**config.mk**
```make
export PLATFORM = sky130hd
export DESIGN_NAME = gb_mbc1
export DESIGN_NICKNAME = d
export VERILOG_FILES = /design/src/rtl/gb_mbc1.sv
export SDC_FILE = /design/constraint.sdc
export NUM_CORES = 1
export LEC_CHECK = 0
export CAP_MARGIN = 0
export CORE_UTILIZATION = 37
export DETAILED_ROUTE_END_ITERATION = 12
export GPL_TIMING_DRIVEN = 0
export PLACE_DENSITY_LB_ADDON = 0.3
export RECOVER_POWER = 50
export SYNTH_ARGS = -nofsm -noshare
export SYNTH_HDL_FRONTEND = slang
export SYNTH_SLANG_ARGS = --single-unit
```
**constraint.sdc**
```tcl
create_clock -name i_clk -period 1.9 [get_ports i_clk]
set_clock_uncertainty 0.05 [all_clocks]
set_input_delay 0.285 -clock i_clk [delete_from_list [all_inputs] [get_ports i_clk]]
set_output_delay 0.285 -clock i_clk [all_outputs]
set_load 0.005 [all_outputs]
```
**src/rtl/gb_mbc1.sv**
```systemverilog
// gb_mbc1: Game Boy MBC1 bank controller. Decodes CPU bus cycles, holds the
// MBC1 bank registers and drives registered ROM / external RAM addresses so
// the downstream single-cycle SPRAMs see a stable address for the whole read.
module gb_mbc1 #(
  parameter int ROM_BANK_BITS = 2,  // 1..7 physical ROM bank bits
  parameter int RAM_BANK_BITS = 0   // 0..2 external RAM bank bits
) (
  input  logic                       i_clk,
  input  logic                       i_resetn,
  input  logic                       i_cart_ready,
  input  logic                       i_cpu_req,
  input  logic                       i_cpu_we,
  input  logic [15:0]                i_cpu_addr,
  input  logic [7:0]                 i_cpu_din,
  output logic                       o_cpu_busy,
  output logic                       o_cpu_ack,
  output logic [7:0]                 o_cpu_dout,
  output logic [14+ROM_BANK_BITS-1:0] o_cart_addr,
  input  logic [7:0]                 i_cart_dout,
  output logic [13+RAM_BANK_BITS-1:0] o_ram_addr,
  output logic                       o_ram_we,
  output logic [7:0]                 o_ram_din,
  input  logic [7:0]                 i_ram_dout
);

  localparam int CA_W = 14 + ROM_BANK_BITS;
  localparam int RA_W = 13 + RAM_BANK_BITS;

  typedef enum logic [1:0] {S_IDLE, S_ADDR, S_DATA, S_ACK} state_t;
  typedef enum logic [1:0] {RG_ROM, RG_RAM, RG_OPEN} region_t;

  state_t            r_state, w_state_nxt;
  region_t           r_region;
  logic [CA_W-1:0]   r_cart_addr;
  logic [RA_W-1:0]   r_ram_addr;
  logic              r_ram_we;
  logic [7:0]        r_ram_din;
  logic [7:0]        r_cpu_dout;

  // MBC1 bank registers
  logic              r_ram_en;
  logic [4:0]        r_rom_bank;
  logic [1:0]        r_bank2;
  logic              r_mode;

  logic              w_accept;
  logic              w_is_rom;
  logic              w_is_ram;
  logic              w_busy;
  logic              w_ack;
  logic [CA_W-1:0]   w_cart_addr;
  logic [RA_W-1:0]   w_ram_addr;

  // Logical 7-bit MBC1 bank for a ROM address; the physical slice is taken
  // later, so oversized bank numbers wrap within the fitted ROM.
  function automatic logic [6:0] f_rom_bank(input logic hi, input logic mode,
                                            input logic [1:0] b2, input logic [4:0] rb);
    if (hi)        return {b2, rb};
    else if (mode) return {b2, 5'd0};
    else           return 7'd0;
  endfunction

  assign w_is_rom    = ~i_cpu_addr[15];
  assign w_is_ram    = (i_cpu_addr[15:13] == 3'b101);
  assign w_accept    = i_cpu_req & i_cart_ready & (r_state == S_IDLE);
  assign w_cart_addr = CA_W'({f_rom_bank(i_cpu_addr[14], r_mode, r_bank2, r_rom_bank),
                              i_cpu_addr[13:0]});

  generate
    if (RAM_BANK_BITS == 0) begin : g_ram_nobank
      assign w_ram_addr = i_cpu_addr[12:0];
    end else begin : g_ram_bank
      // RAM banking only applies in mode 1
      assign w_ram_addr = {(r_mode ? r_bank2[RAM_BANK_BITS-1:0] : {RAM_BANK_BITS{1'b0}}),
                           i_cpu_addr[12:0]};
    end
  endgenerate

  // State register
  always_ff @(posedge i_clk or negedge i_resetn) begin
    if (!i_resetn) r_state <= S_IDLE;
    else           r_state <= w_state_nxt;
  end

  // Next state and handshake outputs; writes skip straight to ACK
  always_comb begin
    w_state_nxt = r_state;
    w_busy      = (r_state != S_IDLE) | ~i_cart_ready;
    w_ack       = 1'b0;
    case (r_state)
      S_IDLE: if (w_accept) w_state_nxt = i_cpu_we ? S_ACK : S_ADDR;
      S_ADDR: w_state_nxt = S_DATA;
      S_DATA: w_state_nxt = S_ACK;
      S_ACK: begin
        w_ack       = 1'b1;
        w_state_nxt = S_IDLE;
      end
      default: w_state_nxt = S_IDLE;
    endcase
  end

  // Bank register updates from CPU writes into 0x0000-0x7FFF
  always_ff @(posedge i_clk or negedge i_resetn) begin
    if (!i_resetn) begin
      r_ram_en   <= 1'b0;
      r_rom_bank <= 5'd1;
      r_bank2    <= 2'd0;
      r_mode     <= 1'b0;
    end else if (w_accept && i_cpu_we && w_is_rom) begin
      case (i_cpu_addr[14:13])
        2'd0: r_ram_en   <= (i_cpu_din[3:0] == 4'hA);
        2'd1: r_rom_bank <= (i_cpu_din[4:0] == 5'd0) ? 5'd1 : i_cpu_din[4:0];
        2'd2: r_bank2    <= i_cpu_din[1:0];
        default: r_mode  <= i_cpu_din[0];
      endcase
    end
  end

  // Address / data path: latch addresses on accept, capture read data in DATA
  always_ff @(posedge i_clk or negedge i_resetn) begin
    if (!i_resetn) begin
      r_region    <= RG_OPEN;
      r_cart_addr <= '0;
      r_ram_addr  <= '0;
      r_ram_we    <= 1'b0;
      r_ram_din   <= 8'd0;
      r_cpu_dout  <= 8'hFF;
    end else begin
      r_ram_we <= 1'b0;
      if (w_accept) begin
        if (!i_cpu_we) begin
          r_cart_addr <= w_cart_addr;
          r_ram_addr  <= w_ram_addr;
          if (w_is_rom)                  r_region <= RG_ROM;
          else if (w_is_ram && r_ram_en) r_region <= RG_RAM;
          else                           r_region <= RG_OPEN;
        end else if (w_is_ram && r_ram_en) begin
          // one-cycle strobe lands in the ACK cycle
          r_ram_addr <= w_ram_addr;
          r_ram_din  <= i_cpu_din;
          r_ram_we   <= 1'b1;
        end
      end
      if (r_state == S_DATA) begin
        case (r_region)
          RG_ROM:  r_cpu_dout <= i_cart_dout;
          RG_RAM:  r_cpu_dout <= i_ram_dout;
          default: r_cpu_dout <= 8'hFF;
        endcase
      end
    end
  end

  assign o_cpu_busy  = w_busy;
  assign o_cpu_ack   = w_ack;
  assign o_cpu_dout  = r_cpu_dout;
  assign o_cart_addr = r_cart_addr;
  assign o_ram_addr  = r_ram_addr;
  assign o_ram_we    = r_ram_we;
  assign o_ram_din   = r_ram_din;

endmodule

```
### After elaboration in Yosys (flattened, before gate mapping)

Cells that the tools add are included.

| cells by class | value |
|---|---|
| reduce and logical (&&, ||, !) cells | 13 |
| equal/unequal tests | 9 |
| multiplexer cells | 14 |
| bitwise logic cells | 6 |

Operators with widths:

| cell | count |
|---|---|
| 13-bit 2-to-1 mux | 2 |
| 8-bit one-hot mux with 2 select lines | 1 |
| 2-bit 2-to-1 mux | 6 |
| 2-bit one-hot mux with 4 select lines | 1 |
| 2-bit AND reduction | 4 |
| 2-bit by 1-bit == test with 1-bit output, second input constant | 3 |
| 2-bit logical NOT | 3 |
| 5-bit logical NOT | 1 |
| 2-bit == test, second input constant | 2 |
| 4-bit == test, second input constant | 1 |
| 1-bit 2-to-1 mux | 4 |
| 3-bit == test, second input constant | 1 |
| 1-bit logical AND | 3 |
| 1-bit NOT | 3 |
| 3-bit AND reduction | 1 |
| 1-bit bitwise AND | 2 |
| 2-bit by 1-bit inequality test with 1-bit output, second input constant | 1 |
| 2-bit inequality test, second input constant | 1 |
| 2-bit nonzero test | 1 |
| 1-bit bitwise OR | 1 |

| storage, ports and cells | value |
|---|---|
| bits of input ports | 45 |
| flip-flop bits (word level) | 53 |

### Logic depth before layout (Yosys ltp)

| depth | value |
|---|---|
| word-level depth | 5 |
| mapped depth | 6 |
| gate-level depth less buffers | 5 |

### Least setup slack after synthesis

Ideal clock, no wire load.

| timing path | value |
|---|---|
| path kind | register to register |
| from | register r_state[0] |
| to | register r_rom_bank[1] |
| arrival time | 1.507 ns |
| setup time | 0.125 ns |
| slack | 0.219 ns |
| required time | 1.725 ns |
| stages on the path, launching flop included | 6 |
| buffers on the path | 0 |
| cells stage by stage | dfrtp_1 -> inv_1 -> ha_1 -> nand4_2 -> nor4b_2 -> mux2_2 |

| between the ends | value |
|---|---|
| word-level cells in the longest chain between the ends | 5 |

RTL lines:

| what | line | text |
|---|---|---|
| start, declared | 32 | `state_t r_state, w_state_nxt;` |
| start signal, assigned | 82 | `else r_state <= w_state_nxt;` |
| 2-bit logical NOT | 65 | `assign w_accept = i_cpu_req & i_cart_ready & (r_state == S_IDLE);` |
| 1-bit bitwise AND | 65 |  |
| 1-bit logical AND (2 in a row) | 109 | `end else if (w_accept && i_cpu_we && w_is_rom) begin` |
| 2-bit AND reduction (no line) | n/a |  |
| end signal, assigned | 112 | `2'd1: r_rom_bank <= (i_cpu_din[4:0] == 5'd0) ? 5'd1 : i_cpu_din[4:0];` |
| end, declared | 42 | `logic [4:0] r_rom_bank;` |

Every way passes these cells.
A chain may end at the register's enable or synchronous reset.

### Final worst setup path

| timing path | value |
|---|---|
| from | register r_state[1] |
| to | output o_cpu_ack |

| between the ends | value |
|---|---|
| word-level cells in the longest chain between the ends | 2 |

RTL lines:

| what | line | text |
|---|---|---|
| 2-bit == test | 90 | `case (r_state)` |
| 1-bit 2-to-1 mux | 90 |  |
| end, declared | 16 | `output logic o_cpu_ack,` |

Every way passes these cells.

==> metrics.csv <==
stage;metric;value;unit
detailed_routing;detail_route.wl_per_cell;14.4;um
detailed_routing;remaining_drc_errors;0;
yosys;synthArstFlopShare;1.00;
clocking;cts.sinks;53;
yosys;syn-num-nets;215;
sta;report.final.setup_viol;0;
sta;report.final.slew_viol_count;0;
clocking;tritoncts;built;
grt;grt_max_degree;33;
detailed_routing;drt-total-wl;4960;um
hold_path;hold_class;reg2reg;
sta;hold_slack;417;ps
power;ir_drop;670;uV
finish;multi_input_area;875;sq um
clocking;ctsHtreeMaxLevel;2;
sta;max_freq;568;MHz
yosys;synth.distinct_cells;26;
sta;period_share;0.926;
detailed_routing;drt_iter0_drc;42;
yosys;synth-seq-cells;53;
clocking;clockBufferDepth;2;
yosys;syn_area;2250;sq um
power;fin_total_pwr;4.25;mW
finish;regArea;1340;sq um
clocking;path_clk_slew;90;ps
yosys;synth_edf_count;0;
outcome;outcome;completed;
yosys;yosys-top-cells-area;dfrtp_1, mux2_2, dfstp_2;
finish;diodes;0;
finish;layout.nets;317;
critical_path;critPathLaunchType;flop;
yosys;synth_cells;166;
detailed_routing;firstDrtPassIters;4;
finish;final_area;3420;sq um
die;coreArea;5890;sq um
placement;dpl-instance-area;3280;sq um
yosys;yosys.cell_count.top_type;dfrtp_1;
yosys;synth_ff_type;dfrtp_1;
placement;io_buffer_count;92;
critical_path;crit_type;reg2out;
clocking;clk_latency;290;ps
placement;dpl.hpwl;3740;um
critical_path;crit_required;1560;ps
die;rows;28;
power;power_leakage;1.49;nW
die;initial_utilization;0.382;
detailed_routing;vias_per_cell;4.71;
die;die_h;80.0;um
critical_path;cp.arrival;1420;ps
yosys;synth_commonest_cells;dfrtp_1, mux2_2, dfstp_2;
sta;fin_crit;1760;ps
yosys;synth_warnings;0;
yosys;yosys.area.top_type;dfrtp_1;
finish;drive_gt1_frac;0.242;
yosys;ys_seq_area_frac;0.595;
sta;relSlewSlack;0.150;
die;pin_count;93;
grt;grt_pass1_vias;1726;
run;maxCapViolCount;0;
clocking;cts_made_buffers;5;
grt;grt_overflow;0;
power;cellPowerDensity;1240;nW/um^2
finish;syn_to_final_growth;52.1;%
grt;antenna_found_initial;0;
placement;gp_congestion;0.737;
sta;worstMarginPinSlew;1270;ps
grt;grt_use_total;0.167;
grt;grt_first_pass_wirelength;8180;um
critical_path;cp-end-kind;output port;
yosys;post_synth.cell_area_avg;13.5;sq um
die;dieArea;6390;sq um
detailed_routing;detail-route-antenna-nets;0;
critical_path;worstPathMaxFanout;3;
finish;fillers;521;
sta;hold_violations;0;
die;die_w;80.0;um
clocking;cts_root_buffer;clkbuf_8;
finish;final_core_util;0.581;
detailed_routing;via_count;1621;
sta;grt_setup_unrepaired;no;
yosys;synth_top_area_frac;0.479;
## cell usage in the layout (no fill, tap or decap), types with 3 or more instances in the layout
cell type / n
a211oi_1: 8
a21oi_1: 9
clkbuf_1: 7
clkbuf_8: 5
clkdlybuf4s50_1: 70
dfrtp_1: 43
dfstp_2: 10
dlygate4sd3_1: 21
ha_1: 3
mux2_2: 37
nand2_1: 9
nor2_1: 9
nor2b_1: 8
o21ai_0: 5
## state kept, by name, summed over array words and instances, names as in the netlist
name         cells
r_region         2
o_cpu_dout       8
r_ram_en         1
r_rom_bank       2
o_ram_addr      13
o_ram_din        8
r_state          2
o_cart_addr     16
o_ram_we         1
## where the power goes
| group | switching, mW | internal (mW) |
|---|---|---|
| clock network | 0.360 | 0.396 |
| logic | 0.612 | 1.08 |
| registers | 0.195 | 1.61 |
| total | 1.17 | 3.08 |
## cell type report
cell class              count  share of cell area
clock buffers               6              0.0212
flip-flops and latches     53               0.392
clock inverters             2              0.0113
multi-input cells         103               0.256
plain buffers               7              0.0102
well taps                  75              0.0274
repair buffers             95               0.279
inverters                   3             0.00329
## per-layer routing
layer  vias to the layer above  part of all wire  global-route usage
li1                        787                 -                   -
met5                         -                 0                   0
met3                         4              0.11              0.0731
met2                        68              0.46               0.278
met1                       762              0.42               0.198
met4                         0            0.0054              0.0429
## worst max-delay path, stage by stage, from the launching register on
cell and delay [ps]:
dfrtp_1 390, buf_4 140, ha_1 170, clkdlybuf4s50_1 440
## through the flow
step	TNS, ps	setup WS (ps)	std cells
floorplan	0	219	166
CTS	0	25.9	344
detailed placement	-2420	-169	334
finish	0	141	344
global placement	-58650	-1170	333
global route	0	30.6	344
## repair_timing
item,in CTS,in global routing
pin swaps,1,0
hold buffers,1,0
endpoints found under the hold margin,12,0
setup endpoints to repair,1,2
setup buffers,1,0
gates resized for setup,2,2
## cells by family (layout without fill, tap and decap cells)
group,after synthesis,after routing,share of synthesized area
flops,53,53,0.595
mux,39,39,0.194
fa+ha+maj,4,4,0.0223
buf+inv,10,113,0.0211
compound gates,24,24,0.0684
simple gates,36,36,0.0985
## worst paths after layout
| kind | from | end | slack [ps] | cells past startpoint |
|---|---|---|---|---|
| worst max-delay path | r_state[1] | o_cpu_ack | 140 | 3 |
| worst min-delay path | r_rom_bank[0] | r_rom_bank[0] | 420 | 2 |
| worst max register to register | r_state[1] | r_rom_bank[1] | 210 | 5 |
| worst min register to register | r_rom_bank[0] | r_rom_bank[0] | 420 | 2 |
| max in group asynchronous | i_resetn | r_rom_bank[0] | 240 | 3 |
| min in group asynchronous | i_resetn | o_cart_addr[14] | 730 | 2 |
Power figures use the tool's default switching activity.
